## config.mk

```make
export PLATFORM = sky130hd
export DESIGN_NAME = object_move_scheduler
export DESIGN_NICKNAME = d
export VERILOG_FILES = /design/src/rtl/object_move_scheduler.sv
export SDC_FILE = /design/constraint.sdc
export NUM_CORES = 1
export LEC_CHECK = 0
export ABC_AREA = 1
export CAP_MARGIN = 0
export CORE_ASPECT_RATIO = 0.6
export CORE_MARGIN = 2
export CORE_UTILIZATION = 50
export DETAILED_ROUTE_END_ITERATION = 6
export GPL_TIMING_DRIVEN = 0
export PLACE_DENSITY = 0.81
export SYNTH_ARGS = -nofsm -noshare
export SYNTH_HDL_FRONTEND = slang
export SYNTH_SLANG_ARGS = --single-unit
```

## constraint.sdc

```tcl
create_clock -name clk -period 2.1 [get_ports clk]
set_input_delay 0.315 -clock clk [delete_from_list [all_inputs] [get_ports clk]]
set_output_delay 0.315 -clock clk [all_outputs]
set_load 0.02 [all_outputs]
```

## src/rtl/object_move_scheduler.sv

```systemverilog
// Per-frame object move scheduler: walks the enabled object slots and fetches each direction
// word. It then issues one-pixel x steps followed by y steps over a valid/ready handshake.
module object_move_scheduler #(
    parameter int unsigned N_OBJ = 8,
    parameter int unsigned IDX_W = 3
) (
    input  logic             clk,
    input  logic             reset_n,
    input  logic             move_clk,
    input  logic [N_OBJ-1:0] obj_en,
    output logic             rd_en,
    output logic [IDX_W-1:0] rd_idx,
    input  logic [5:0]       dir_in,
    output logic             step_valid,
    input  logic             step_ready,
    output logic [IDX_W-1:0] step_idx,
    output logic             step_axis,
    output logic             step_sign,
    output logic             busy,
    output logic             frame_done,
    output logic             overrun
);

    typedef enum logic [2:0] {
        StIdle,
        StFetch,
        StLoad,
        StStepX,
        StStepY,
        StNext,
        StDone
    } state_e;

    localparam logic [IDX_W-1:0] LastIdx = IDX_W'(N_OBJ - 1);

    state_e           state_q, state_d;
    logic [IDX_W-1:0] idx_q, idx_d;
    logic [N_OBJ-1:0] mask_q, mask_d;
    logic [1:0]       x_cnt_q, x_cnt_d;
    logic [1:0]       y_cnt_q, y_cnt_d;
    logic             sign_x_q, sign_x_d;
    logic             sign_y_q, sign_y_d;
    logic             overrun_q, overrun_d;

    always_ff @(posedge clk or negedge reset_n) begin
        if (!reset_n) begin
            state_q   <= StIdle;
            idx_q     <= '0;
            mask_q    <= '0;
            x_cnt_q   <= '0;
            y_cnt_q   <= '0;
            sign_x_q  <= 1'b0;
            sign_y_q  <= 1'b0;
            overrun_q <= 1'b0;
        end else begin
            state_q   <= state_d;
            idx_q     <= idx_d;
            mask_q    <= mask_d;
            x_cnt_q   <= x_cnt_d;
            y_cnt_q   <= y_cnt_d;
            sign_x_q  <= sign_x_d;
            sign_y_q  <= sign_y_d;
            overrun_q <= overrun_d;
        end
    end

    always_comb begin
        state_d    = state_q;
        idx_d      = idx_q;
        mask_d     = mask_q;
        x_cnt_d    = x_cnt_q;
        y_cnt_d    = y_cnt_q;
        sign_x_d   = sign_x_q;
        sign_y_d   = sign_y_q;
        rd_en      = 1'b0;
        rd_idx     = '0;
        step_valid = 1'b0;
        step_idx   = '0;
        step_axis  = 1'b0;
        step_sign  = 1'b0;
        frame_done = 1'b0;
        busy       = (state_q != StIdle);
        // A tick that lands mid-pass is dropped, only flagged one cycle later.
        overrun_d  = move_clk && (state_q != StIdle);

        unique case (state_q)
            StIdle: begin
                if (move_clk) begin
                    mask_d  = obj_en;
                    idx_d   = '0;
                    state_d = StFetch;
                end
            end
            StFetch: begin
                if (mask_q[idx_q]) begin
                    rd_en   = 1'b1;
                    rd_idx  = idx_q;
                    state_d = StLoad;
                end else begin
                    state_d = StNext;
                end
            end
            StLoad: begin
                sign_x_d = dir_in[5];
                x_cnt_d  = dir_in[4:3];
                sign_y_d = dir_in[2];
                y_cnt_d  = dir_in[1:0];
                if (dir_in[4:3] != 2'd0) begin
                    state_d = StStepX;
                end else if (dir_in[1:0] != 2'd0) begin
                    state_d = StStepY;
                end else begin
                    state_d = StNext;
                end
            end
            StStepX: begin
                step_valid = 1'b1;
                step_idx   = idx_q;
                step_axis  = 1'b0;
                step_sign  = sign_x_q;
                if (step_ready) begin
                    x_cnt_d = x_cnt_q - 2'd1;
                    if (x_cnt_q == 2'd1) begin
                        state_d = (y_cnt_q != 2'd0) ? StStepY : StNext;
                    end
                end
            end
            StStepY: begin
                step_valid = 1'b1;
                step_idx   = idx_q;
                step_axis  = 1'b1;
                step_sign  = sign_y_q;
                if (step_ready) begin
                    y_cnt_d = y_cnt_q - 2'd1;
                    if (y_cnt_q == 2'd1) begin
                        state_d = StNext;
                    end
                end
            end
            StNext: begin
                if (idx_q == LastIdx) begin
                    state_d = StDone;
                end else begin
                    idx_d   = idx_q + IDX_W'(1);
                    state_d = StFetch;
                end
            end
            StDone: begin
                frame_done = 1'b1;
                state_d    = StIdle;
            end
            default: begin
                state_d = StIdle;
            end
        endcase
    end

    assign overrun = overrun_q;

endmodule

```

---- Word level (Yosys, flattened, before mapping) ----
Cells that the tools add are included.
operators by class
  shifts and indexed selects .............. 0
  mux-type cells .......................... 29
  add/sub/neg operators ................... 3
  bitwise logic cells ..................... 0
  divide/modulo/power cells ............... 0
  equality and inequality tests ........... 15
  magnitude comparators ................... 1
  reduce and logical (&&, ||, !) cells .... 15
  multiply operators ...................... 0
operators with widths
  kind                 count
  $mux 3               13
  $pmux 3 s6           1
  $eq 3x3->1 const B   4
  $ne 2x2->1 const B   6
  $reduce_bool 2->1    6
  $mux 1               8
  $pmux 2 s2           2
  $eq 3x2->1 const B   2
  $pmux 3 s2           1
  $reduce_and 2->1     3
  $reduce_and 5->1     1
  $eq 2x1->1 const B   2
  $lt 3x4->1 const B   1
  $mux 2               2
  $sub 2x1->2 const B  2
  $add 3x1->3 const B  1
  $bmux 1 s3           1
  $eq 3x1->1 const B   1
  $logic_not 3->1      1
  $reduce_and 3->1     1
  $reduce_bool 3->1    1
  $pmux 1 s2           1
  $reduce_or 2->1      1
  $logic_and 1x1->1    1
word-level totals
  memories kept ........................... 0
  output and inout port bits .............. 13
  latch bits .............................. 0
  bits of input ports ..................... 18
  ROM bits ................................ 0
  memory bits (writable) .................. 0
  register bits ........................... 21
  logic and storage cells ................. 71

---- Longest topological paths before layout ----
Gate-level depths: netlist of the first run.
  depth in word-level cells ............... 5
  depth in mapped cells ................... 10
  depth with buffers taken out ............ 9

---- Least setup slack after synthesis of the first run ----
OpenSTA, ideal clock, no wires.
  path type ............................... flip-flop to output port
  start ................................... register idx_q[0]
  end ..................................... output port rd_idx[2]
  arrival time ............................ 1390 ps
  path slack .............................. 395 ps
  path buffers ............................ 0
  required time ........................... 1785 ps
  stages on the path, launching flop included .. 7
  cells stage by stage .................... dfrtp_1 > inv_1 > nand2_1 > nand3_1 > nand2_1 > nand2_1 > nor4_1
on the way
  longest elaborated chain between the ends .. 4
ends and longest elaborated chain
  item                          line  RTL
  start: declaration            37    logic [IDX_W-1:0] idx_q, idx_d;
  start signal: assignment      57    idx_q <= idx_d;
  $bmux 1 s3                    95    if (mask_q[idx_q]) begin
  $mux 1 (not written as such)  95
  $mux 3                        95
  $mux 3                        86    unique case (state_q)
  end: declaration              12    output logic [IDX_W-1:0] rd_idx,
Every way passes these cells. The select of a mux whose other input is x is not followed.

---- Worst setup path after layout of the first run ----
  start ................................... register idx_q[0]
  end ..................................... output port rd_en
on the way
  longest elaborated chain between the ends .. 4
ends and longest elaborated chain
  item                          line  RTL
  $bmux 1 s3                    95
  $mux 1 (not written as such)  95
  $mux 1                        95
  $mux 1                        86
  end: declaration              11    output logic rd_en,
Every way passes these cells. The select of a mux whose other input is x is not followed.

==> results_dict.tcl, run 1 <==
set metrics [dict create \
    dpl.hpwl_microns 2210 \
    criticalPathCategory "reg -> out" \
    drt_iter0_markers 59 \
    period_share 0.956 \
    worstHoldEndpoint "sign_y_q$_DFFE_PN0P_" \
    p_leak_nw 0.883 \
    io_pins 31 \
    fin_cells 229 \
    post-place-cells 225 \
    required_ns 1.78 \
    cts.path.max_buffers 2 \
    hp-start "sign_y_q$_DFFE_PN0P_" \
    skew_ns 0.00619 \
    numPortBuffers 30 \
    crit_path_frequent_cell "nand2_1" \
    ys_warn_count 0 \
    drive_gt1_frac 0.127 \
    fin_crit_ns 2.01 \
    drc 0 \
    first_global_vias 1052 \
    syn-num-nets 186 \
    pre_cts_ws_ns -0.0453 \
    r2r_slack_ns 0.54 \
    path_max_fanout 8 \
    grt_start_max_net_pins 22 \
    ys_ff_latch 21 \
    relSlewSlack 0.361 \
    place.gp.congestion 0.868 \
    reg2regPathDepth 8 \
    whs_ns 0.488 \
    die_area_sq_um 2970 \
    seq_area_frac_synth 0.413 \
    hold_class "reg -> reg" \
    synthesis.instances 163 \
    fillCellCount 204 \
    crit_buf_inv 3 \
    grt.overflow.total 0 \
    p_per_area_nw_per_um2 1350 \
    max_slew.worst_pin.slew_ns 0.956 \
    htreeDepth 1 \
    min_delay_path_depth 2 \
    floorplan.initialDensity 0.518 \
    critical-path-slowest-cell "dfrtp_2" \
    wirelength_microns 2720 \
    wl_per_cell_microns 11.9 \
    dieHeight_microns 43.1 \
    crit_path_end_kind "output port" \
    coreArea_sq_um 2450 \
    nets 221 \
    diodes 0 \
    cp-start-kind "flop" \
    antenna_found_initial 0 \
    setup_viol 0 \
    synthDistinctLibCells 24 \
    syn_to_final_growth_pct 29.8 \
    worstPathArrival_ns 1.69 \
    finish.utilization 0.673 \
    cts.sinks 21 \
    hold_buffers 0 \
    max_stage_delay_ns 0.47 \
    path_cells "inv_4 > nand2_1 > nand3_1 > nand2_1 > nand2_1 > nand2_1 > nand2_1 > inv_1 > dlygate4sd2_1" \
    hold_viol 0 \
    track_usage 0.202 \
    rsz0062_at_grt "no" \
    cts_root_buf "clkbuf_8" \
    numCtsBuffers 3 \
    ant_nets 0 \
    crit_family "buffers and inverters" \
    first_pass_iters 4 \
    cap_violations 0 \
    vias 1143 \
    rr_endpoint "state_q[2]$_DFFE_PN0P_" \
    fmax_mhz 498 \
    die_w_microns 69.1 \
    finalPower_mw 2.23 \
    grt_pass1_wl_microns 4640 \
    maxSlewViolCount 0 \
    peakVddDrop_v 0.000777 \
    clk_pin_slew_ns 0.08 \
    cts_tree "yes" \
    r2r_start "idx_q[0]$_DFFE_PN0P_" \
    rows 14 \
    final_common_cell "nand2_1" \
    vias_per_cell 4.99 \
    worst_slack_ns 0.0919 \
    run_status "complete, no violations" \
    worst_skew_pair.late_latency_ns 0.26 \
    avgSynthCellArea_sq_um 7.80 \
    syn-cell-area_sq_um 1270 \
    final_cell_mix "40 x nand2_1, 22 x inv_1, 20 x dfrtp_1, 20 x clkdlybuf4s50_1, 18 x nor2_1" \
]
[sequential cells by signal, indices dropped and copies added, names as in the netlist]
| name | cells |
|---|---|
| mask_q | 8 |
| idx_q | 3 |
| state_q | 3 |
| x_cnt_q | 2 |
| y_cnt_q | 2 |
| overrun | 1 |
| sign_x_q | 1 |
| sign_y_q | 1 |
[stage by stage]
stage / TNS [ns] / area [sq um]
4_1_cts: 0 / 1650
5_1_grt: 0 / 1650
3_5_place_dp: -0.118 / 1610
2_1_floorplan: 0 / 1270
6_report: 0 / 1650
3_3_place_gp: -0.0632 / 1610
[layer usage]
metal | up-vias | wire length [microns] | global-route usage
li1 | 590 | - | -
met1 | 513 | 1340 | 0.284
met2 | 36 | 1210 | 0.315
met3 | 4 | 149 | 0.0451
met4 | 0 | 27 | 0.0588
met5 | - | 0 | 0
[timing repair]
action,in CTS,in global routing
resized for setup,11,7
setup buffers,0,0
pin swaps,0,0
setup endpoints to repair,8,6
[worst min-delay path, delay by kind of cell, from the launching register on]
kind / cells / cell delay [ns]
DFF: 1 / 0.35
and+or+nand+nor: 2 / 0.11
[cell type report]
type                       count  area, sq um  area share
multi-input combinational    113          609       0.369
sequential                    21          527       0.319
timing repair buffer          30          288       0.174
inverter                      26          108      0.0652
clock buffer                   4         45.0      0.0273
tap                           32         40.0      0.0243
buffer                         3         33.8      0.0205
[cells by family after synthesis]
logic type / count (synthesis) / share of synthesized area
fa+ha+maj: 5 / 0.0492
compound gates: 22 / 0.0945
buf+inv: 29 / 0.109
simple gates: 82 / 0.295
mux: 4 / 0.0384
flops: 21 / 0.413
[cell usage after synthesis, drive strengths merged]
| cell type | number | share of area |
|---|---|---|
| nand2 | 44 | 0.15 |
| o211ai | 2 | 0.012 |
| o22ai | 1 | 0.0049 |
| a21oi | 6 | 0.024 |
| dfrtp | 21 | 0.41 |
| nor4 | 1 | 0.0049 |
| ha | 5 | 0.049 |
| inv | 26 | 0.083 |
| a22o | 1 | 0.0069 |
| nand3 | 12 | 0.047 |
| o21ai | 12 | 0.047 |
| buf | 3 | 0.027 |
| mux2 | 4 | 0.038 |
| nor3 | 3 | 0.012 |
| nor2 | 22 | 0.086 |
[power breakdown]
part	internal, mW	switching (mW)	leakage [nW]
Clock	0.135	0.128	0.0228
Sequential	0.592	0.112	0.252
Combinational	0.496	0.769	0.608
Total	1.22	1.01	0.883
[how the worst max path moves through the flow]
stage          slack (ns)     endpoint  cells after the start              startpoint
4_1_cts              0.02    step_axis                      5  state_q[0]$_DFFE_PN0P_
3_5_place_dp        -0.05    rd_idx[0]                      9    idx_q[0]$_DFFE_PN0P_
6_report             0.09        rd_en                      9    idx_q[0]$_DFFE_PN0P_
5_1_grt            0.0003  step_idx[0]                      7  state_q[2]$_DFFE_PN0P_
2_1_floorplan        0.39    rd_idx[2]                      6    idx_q[0]$_DFFE_PN0P_
3_3_place_gp        -0.03    rd_idx[2]                      7    idx_q[0]$_DFFE_PN0P_
No activity file was read; power rests on OpenSTA's default activity.
==> inputs of run 2 (changes only) <==
--- a/config.mk
+++ b/config.mk
@@ -7,11 +7,12 @@
 export LEC_CHECK = 0
 export ABC_AREA = 1
 export CAP_MARGIN = 0
-export CORE_ASPECT_RATIO = 0.6
+export CORE_ASPECT_RATIO = 0.7
 export CORE_MARGIN = 2
 export CORE_UTILIZATION = 50
 export DETAILED_ROUTE_END_ITERATION = 6
 export GPL_TIMING_DRIVEN = 0
+export MAX_ROUTING_LAYER = met4
 export PLACE_DENSITY = 0.81
 export SYNTH_ARGS = -nofsm -noshare
 export SYNTH_HDL_FRONTEND = slang
==> run 2 against run 1 <==
Against the previous run:
- largest power group unchanged
- critical path type unchanged
- fmax shrank 0.37%
- combinational power grew 4%
- wire length grew 8.2%
- die area decreased by 0.23%
- global-route usage rose by 1.8 points
- setup slack got worse by 0.0075 ns
- clock skew barely moved
- sequential power about the same
- register-to-register slack barely moved
- via count is 5.3% higher
- worst hold slack gained 0.0082 ns
==> results_dict.tcl, run 2 (synthesis results as in run 1) <==
set metrics [dict create \
    wirelength_microns 2950 \
    antenna_found_initial 0 \
    first_pass_iters 4 \
    crit_buf_inv 3 \
    multi_input_area_sq_um 619 \
    fin_tns_setup_ns 0 \
    worst_skew_pair.late_latency_ns 0.31 \
    drt_iter0_markers 65 \
    crit_family "buffers and inverters" \
    whs_ns 0.496 \
    vias_per_cell 5.19 \
    wl_per_cell_microns 12.7 \
    drc 0 \
    drive_gt1_frac 0.152 \
    criticalPathCategory "reg -> out" \
    place_area_sq_um 1610 \
    numCtsBuffers 3 \
    die_w_microns 64.3 \
    cp-start-kind "flop" \
    syn_to_final_growth_pct 29.4 \
    hold_class "reg -> reg" \
    regMostFlops "mask_q" \
    rows 15 \
    crit_path_end_kind "output port" \
    cts.sinks 21 \
    path_max_fanout 8 \
    worstPathArrival_ns 1.70 \
    regArea_sq_um 527 \
    required_ns 1.78 \
    path_cells "buf_6 > nor2_1 > nand2_1 > nand2_2 > inv_2 > nor2_1 > clkdlybuf4s15_1" \
    clk_pin_slew_ns 0.11 \
    maxSlewViolCount 0 \
    numPortBuffers 30 \
    finalPower_mw 2.22 \
    p_per_area_nw_per_um2 1350 \
    nets 222 \
    final_cell_mix "38 x nand2_1, 21 x inv_1, 20 x dfrtp_1, 20 x clkdlybuf4s50_1, 18 x nor2_1" \
    max_stage_delay_ns 0.39 \
    run_status "complete, no violations" \
    first_global_vias 1044 \
    grt_pass1_wl_microns 4700 \
    dieHeight_microns 46.2 \
    grt.overflow.total 0 \
    critical-path-slowest-cell "dfrtp_1" \
    reg_top3 "mask_q: 8 flops, idx_q: 3 flops, state_q: 3 flops" \
    floorplan.initialDensity 0.521 \
    track_usage 0.220 \
    htreeDepth 1 \
    cts_root_buf "clkbuf_4" \
    fin_crit_ns 2.02 \
    die_area_sq_um 2970 \
    cts.path.max_buffers 2 \
    diodes 0 \
    dpl.hpwl_microns 2270 \
    ant_nets 0 \
    fillCellCount 219 \
    final_area_sq_um 1650 \
    period_share 0.960 \
    relSlewSlack 0.385 \
    hold_viol 0 \
    p_leak_nw 0.840 \
    cap_violations 0 \
    largest_register_ff_count 8 \
    coreArea_sq_um 2440 \
    place.gp.congestion 0.895 \
    crit_path_frequent_cell "nor2_1" \
    finish.utilization 0.674 \
    setup_viol 0 \
    fmax_mhz 496 \
    r2r_slack_ns 0.53 \
    max_slew.worst_pin.slew_ns 0.920 \
    vias 1204 \
    io_pins 31 \
    final_common_cell "nand2_1" \
    grt_start_max_net_pins 22 \
    skew_ns 0.00626 \
    peakVddDrop_v 0.000757 \
    cts_tree "yes" \
]
## run 2: cell count changes in the layout (fill, tap and decap cells not counted), moves of 2 or more
| cell | change |
|---|---|
| clkdlybuf4s15_1 | +4 |
| clkbuf_4 | +3 |
| clkbuf_8 | -3 |
| dlygate4sd2_1 | -3 |
| dlymetal6s2s_1 | -2 |
| nand2_1 | -2 |
| nand2_2 | +2 |
## run 2: worst paths after layout
| path | to | cells past startpoint | start |
|---|---|---|---|
| max reg2reg | state_q[2]$_DFFE_PN0P_ | 8 | idx_q[0]$_DFFE_PN0P_ |
| min reg2reg | sign_x_q$_DFFE_PN0P_ | 2 | sign_x_q$_DFFE_PN0P_ |
| min | sign_x_q$_DFFE_PN0P_ | 2 | sign_x_q$_DFFE_PN0P_ |
| max in group asynchronous | idx_q[0]$_DFFE_PN0P_ | 1 | reset_n |
| min in group asynchronous | mask_q[5]$_DFFE_PN0P_ | 1 | reset_n |
| max | step_idx[2] | 7 | state_q[2]$_DFFE_PN0P_ |
## run 2: cell type report
cell class                      instances  share of cell area
Multi-Input combinational cell        113               0.376
Sequential cell                        21               0.320
Timing Repair Buffer                   31               0.176
Inverter                               26              0.0654
Tap cell                               34              0.0259
Buffer                                  3              0.0205
Clock buffer                            4              0.0160
## run 2: worst min-delay path, delay by kind of cell (launching register included)
kind	cells	cell delay, ns
flip-flops	1	0.36
AND/OR/NAND/NOR	2	0.12
## run 2: what timing repair did
| item | 4_1_cts | 5_1_grt |
|---|---|---|
| buffers inserted | 0 | 1 |
| hold buffers | 0 | 0 |
| endpoints found under the setup margin | 10 | 8 |
| resized for setup | 15 | 14 |
## run 2: stage by stage
stage | instances | setup slack (ns)
finish | 232 | 0.0844
global placement | 227 | -0.0300
CTS | 231 | 0.00357
global route | 232 | -0.0450
floorplan | 163 | 0.395
detailed placement | 227 | -0.0605
## run 2: where the power goes
group	switching [mW]	internal [mW]
sequential	0.111	0.591
clock	0.118	0.0742
combinational	0.816	0.506
## run 2: layer usage
metal,up-vias,global-route usage,share of wire
li1,586,-,-
met1,532,0.283,0.44
met2,70,0.356,0.46
met3,16,0.0538,0.077
met4,0,0.0553,0.022
met5,-,-,0
==> inputs of run 3 (changes only) <==
--- a/config.mk
+++ b/config.mk
@@ -10,10 +10,12 @@
 export CORE_ASPECT_RATIO = 0.7
 export CORE_MARGIN = 2
 export CORE_UTILIZATION = 50
+export CTS_BUF_LIST = sky130_fd_sc_hd__clkbuf_16
 export DETAILED_ROUTE_END_ITERATION = 6
 export GPL_TIMING_DRIVEN = 0
 export MAX_ROUTING_LAYER = met4
 export PLACE_DENSITY = 0.81
+export RECOVER_POWER = 25
 export SYNTH_ARGS = -nofsm -noshare
 export SYNTH_HDL_FRONTEND = slang
 export SYNTH_SLANG_ARGS = --single-unit
==> constraint.sdc (replaced) <==
create_clock -name clk -period 2.1 [get_ports clk]
set_input_delay 0.63 -clock clk [delete_from_list [all_inputs] [get_ports clk]]
set_output_delay 0.63 -clock clk [all_outputs]
set_load 0.02 [all_outputs]
==> run 3 against run 2 <==
Against the previous run:
- the flow now finishes with violations (setup timing)
- via count grew 19%
- sequential share of layout area is 4.2 points lower
- die area did not move
- cell area increased by 16%
- critical path type unchanged
- largest power group unchanged
==> results_dict.tcl, run 3 (synthesis results as in run 1) <==
set metrics [dict create \
    skew_ns 0.00435 \
    numPortBuffers 30 \
    drt_iter0_markers 232 \
    fmax_mhz 466 \
    hold_viol 0 \
    ant_nets 0 \
    r2r_start "state_q[2]$_DFFE_PN0P_" \
    startpoint "idx_q[0]$_DFFE_PN0P_" \
    die_area_sq_um 2970 \
    cts_root_buf "clkbuf_16" \
    critical-path-slowest-cell "dfrtp_2" \
    reg_top3 "mask_q: 8 flops, idx_q: 3 flops, state_q: 3 flops" \
    die_w_microns 64.3 \
    worstHoldEndpoint "sign_x_q$_DFFE_PN0P_" \
    reg2regPathDepth 10 \
    relSlewSlack 0.382 \
    hold_class "reg -> reg" \
    max_slew.worst_pin.slew_ns 0.924 \
    final_common_cell "nand2_1" \
    syn_to_final_growth_pct 49.7 \
    dpl.hpwl_microns 2270 \
    final_area_sq_um 1900 \
    place.gp.congestion 0.895 \
    largest_register_ff_count 8 \
    path_max_fanout 6 \
    htreeDepth 1 \
    crit_buf_inv 2 \
    violations "setup timing" \
    fin_crit_ns 2.15 \
    fillCellCount 152 \
    cp-start-kind "flop" \
    period_share 1.02 \
    crit_path_end_kind "output port" \
    wirelength_microns 4390 \
    grt_start_max_net_pins 22 \
    track_usage 0.241 \
    criticalPathCategory "reg -> out" \
    max_stage_delay_ns 0.48 \
    required_ns 1.47 \
    worst_skew_pair.late_latency_ns 0.26 \
    final_cell_mix "29 x nand2_1, 20 x inv_1, 18 x dfrtp_1, 18 x buf_4, 17 x clkdlybuf4s50_1" \
    dieHeight_microns 46.2 \
    peakVddDrop_v 0.000802 \
    p_per_area_nw_per_um2 1540 \
    crit_family "simple AND/OR/NAND/NOR gates" \
    first_pass_iters 6 \
    p_leak_nw 0.961 \
    diodes 0 \
    min_delay_path_depth 2 \
    cts_tree "yes" \
    drive_gt1_frac 0.341 \
    setup_viol 6 \
    antenna_found_initial 0 \
    whs_ns 0.506 \
    drc 0 \
    grt_pass1_wl_microns 5140 \
    vias 1429 \
    rows 15 \
    crit_path_frequent_cell "nand2_4" \
    cts.path.max_buffers 2 \
    floorplan.initialDensity 0.521 \
    wl_per_cell_microns 17.9 \
    run_status "finished, violations left" \
    grt.overflow.total 0 \
    cap_violations 0 \
    rr_endpoint "state_q[0]$_DFFE_PN0P_" \
    nets 235 \
    place_area_sq_um 1610 \
    hp-start "sign_x_q$_DFFE_PN0P_" \
    maxSlewViolCount 0 \
    regMostFlops "mask_q" \
    cts.sinks 21 \
    io_pins 31 \
    worstPathArrival_ns 1.52 \
    rsz0062_at_grt "yes" \
    vias_per_cell 5.83 \
    r2r_slack_ns 0.42 \
    path_cells "inv_4 > nand2_2 > nand3_2 > nand3_4 > nand2_4 > nand2_4 > nor2_4 > buf_6" \
    coreArea_sq_um 2440 \
    clk_pin_slew_ns 0.06 \
    first_global_vias 1158 \
    worst_slack_ns -0.0457 \
    numCtsBuffers 3 \
]
## run 3: how the worst max path moves through the flow
stage                           end  slack [ns]  cells after the start
after floorplan           rd_idx[2]        0.08                      6
after global placement    rd_idx[0]       -0.34                      9
after detailed placement  rd_idx[2]       -0.38                      7
after CTS                 step_sign       -0.04                      6
after global routing      rd_idx[1]       -0.09                      8
final                     rd_idx[1]       -0.05                      8
## run 3: worst min-delay path, cell delays in order (launching register included)
cell and delay, ns:
dfrtp_1 0.36, nand2_1 0.06, nand2_1 0.06
## run 3: cell type report
class	count	area [sq um]	area share
Sequential cell	21	529	0.278
Tap cell	34	42.5	0.0224
Buffer	3	33.8	0.0178
Timing Repair Buffer	44	388	0.204
Clock buffer	3	75.1	0.0394
Multi-Input combinational cell	113	721	0.379
Clock inverter	1	3.75	0.00197
Inverter	26	110	0.0579
## run 3: power breakdown
part / switching [mW] / leakage, nW / internal [mW]
clock: 0.143 / 0.0423 / 0.254
combinational: 1.10 / 0.669 / 0.703
sequential: 0.139 / 0.249 / 0.597
## run 3: stage by stage
step / TNS [ns] / instances / util / setup WS [ns] / total power, mW
detailed placement: -2.05 / 227 / 0.662 / -0.375 / 1.99
CTS: -0.0622 / 234 / 0.702 / -0.0444 / 2.45
finish: -0.182 / 245 / 0.780 / -0.0457 / 2.94
floorplan: 0 / 163 / - / 0.0799 / 1.61
global placement: -1.88 / 227 / 0.662 / -0.345 / 1.94
global route: -0.503 / 245 / 0.780 / -0.0923 / 3.07
## run 3: layer usage
layer / track usage / vias to the layer above / share of wire
met5: - / - / 0
met4: 0.0723 / 0 / 0.068
met3: 0.0538 / 45 / 0.087
met2: 0.404 / 105 / 0.49
met1: 0.299 / 665 / 0.36
li1: - / 614 / -
## run 3: what timing repair did
action / 4_1_cts / 5_1_grt
hold buffers: 0 / 0
setup endpoints to repair: 12 / 10
gates resized for setup: 49 / 43
setup buffers: 3 / 11
pin swaps: 2 / 8
==> RTL change, RTL diff (config.mk and constraints of run 2) <==
Set the parameter `N_OBJ` to 10 (it was 8).
--- a/src/rtl/object_move_scheduler.sv
+++ b/src/rtl/object_move_scheduler.sv
@@ -1,7 +1,7 @@
 // Per-frame object move scheduler: walks the enabled object slots and fetches each direction
 // word. It then issues one-pixel x steps followed by y steps over a valid/ready handshake.
 module object_move_scheduler #(
-    parameter int unsigned N_OBJ = 8,
+    parameter int unsigned N_OBJ = 10,
     parameter int unsigned IDX_W = 3
 ) (
     input  logic             clk,
Interface: changed (resized obj_en); port bits go from 31 to 33. The function was not compared with the original's and may differ.
==> RTL change against run 2 <==
Routed wire length decreased by 7.7%. Maximum frequency up 1.5%. Critical path depth down 1. Cell area grew 4.4%. Area after synthesis increased by 4.6%. Total power grew 6.9%. Setup slack improved by 0.029 ns. Critical path type unchanged. Final cell count rose by 0.86%. Sequential cell count unchanged.
==> RTL change: results (changes against run 2) <==
Status
  • Status: finished, final reports clean

Yosys
  • Syn Nets: 190 (+2.2%)
  • Average size of a mapped cell: 8.06 um^2 (+3.4%)
  • Compound-Gate Fraction of Synth Area: 9.69% (+0.24 points)
  • Multiplexer area fraction after synthesis: 4.52% (+0.68 points)
  • Post-synthesis cell type count: 28 (+17%)
  • Adder-Cell Fraction of Synth Area: 4.70% (-0.22 points)

Power
  • Cell internal pwr: 1.30 mW (+11%)
  • Switching power: 1.07 mW (+2.6%)
  • P_clk: 257 uW (+34%)
  • Leak Pwr: 0.911 nW (+8.4%)

Clock tree
  • Clock root buffer: clkbuf_8
  • Worst-path clk slew: 0.07 ns (-0.04 ns)
  • Post-CTS Resized: 10 (-5)

Timing
  • Max_slew headroom: 38.4% (-0.092 points)

Place
  • Hpwl dp: 2220 um (-2.0%)
  • Placed cell count: 229 (+0.88%)
  • Area after DPL: 1670 um^2 (+3.6%)

Setup path
  • Crit path max-delay cell type: clkdlybuf4s50_1
  • Worst reg-to-reg setup slack: 0.66 ns (+0.13 ns)
  • CP endpoint: busy
  • Worst Setup SP: state_q[0]$_DFFE_PN0P_
  • Reg-to-reg endpoint: state_q[0]$_DFFE_PN0P_

Detailed routing
  • Post-Route WL: 2720 um (-7.7%)

Global routing
  • First-pass GRT wire length: 4660 um (-0.72%)
## RTL change: cell type report
| cell class | instances | area [um^2] | share of cell area (%) |
|---|---|---|---|
| Inverter | 27 | 104 | 6.05 |
| Buffer | 3 | 33.8 | 1.97 |
| Timing Repair Buffer | 31 | 295 | 17.2 |
| Multi-Input combinational cell | 114 | 669 | 39.0 |
| Sequential cell | 21 | 528 | 30.7 |
| Clock buffer | 4 | 45.0 | 2.62 |
| Tap cell | 34 | 42.5 | 2.48 |
## RTL change: worst min-delay path by stage
| stage | end | slack, ns | startpoint | cells after the start |
|---|---|---|---|---|
| finish | sign_y_q$_DFFE_PN0P_ | 0.48 | sign_y_q$_DFFE_PN0P_ | 2 |
| global route | sign_x_q$_DFFE_PN0P_ | 0.52 | sign_x_q$_DFFE_PN0P_ | 2 |
| CTS | sign_y_q$_DFFE_PN0P_ | 0.49 | sign_y_q$_DFFE_PN0P_ | 2 |
| detailed placement | sign_y_q$_DFFE_PN0P_ | 0.47 | sign_y_q$_DFFE_PN0P_ | 2 |
| global placement | sign_x_q$_DFFE_PN0P_ | 0.46 | sign_x_q$_DFFE_PN0P_ | 2 |
| floorplan | idx_q[0]$_DFFE_PN0P_ | 0.02 | reset_n | 0 |
## RTL change: cell families after synthesis
family | after synthesis
AOI/OAI and AO/OA | 20
buffers and inverters | 30
and+or+nand+nor | 85
muxes | 4
adders and majority gates | 5
DFF | 21
## RTL change: tightest hold or removal path, cell delays in order (launching register included)
cell and delay (ns):
dfrtp_1 0.35, nand2_1 0.05, nand2_1 0.05
## RTL change: per-layer routing
layer	share of wire, %	wire length (um)	GRT usage, %	vias to the layer above
met5	0	0	-	-
met3	4.8	130	5.04	4
met2	45	1230	31.7	33
met1	49	1330	28.7	535
li1	-	-	-	597
met4	1.1	30	7.50	0
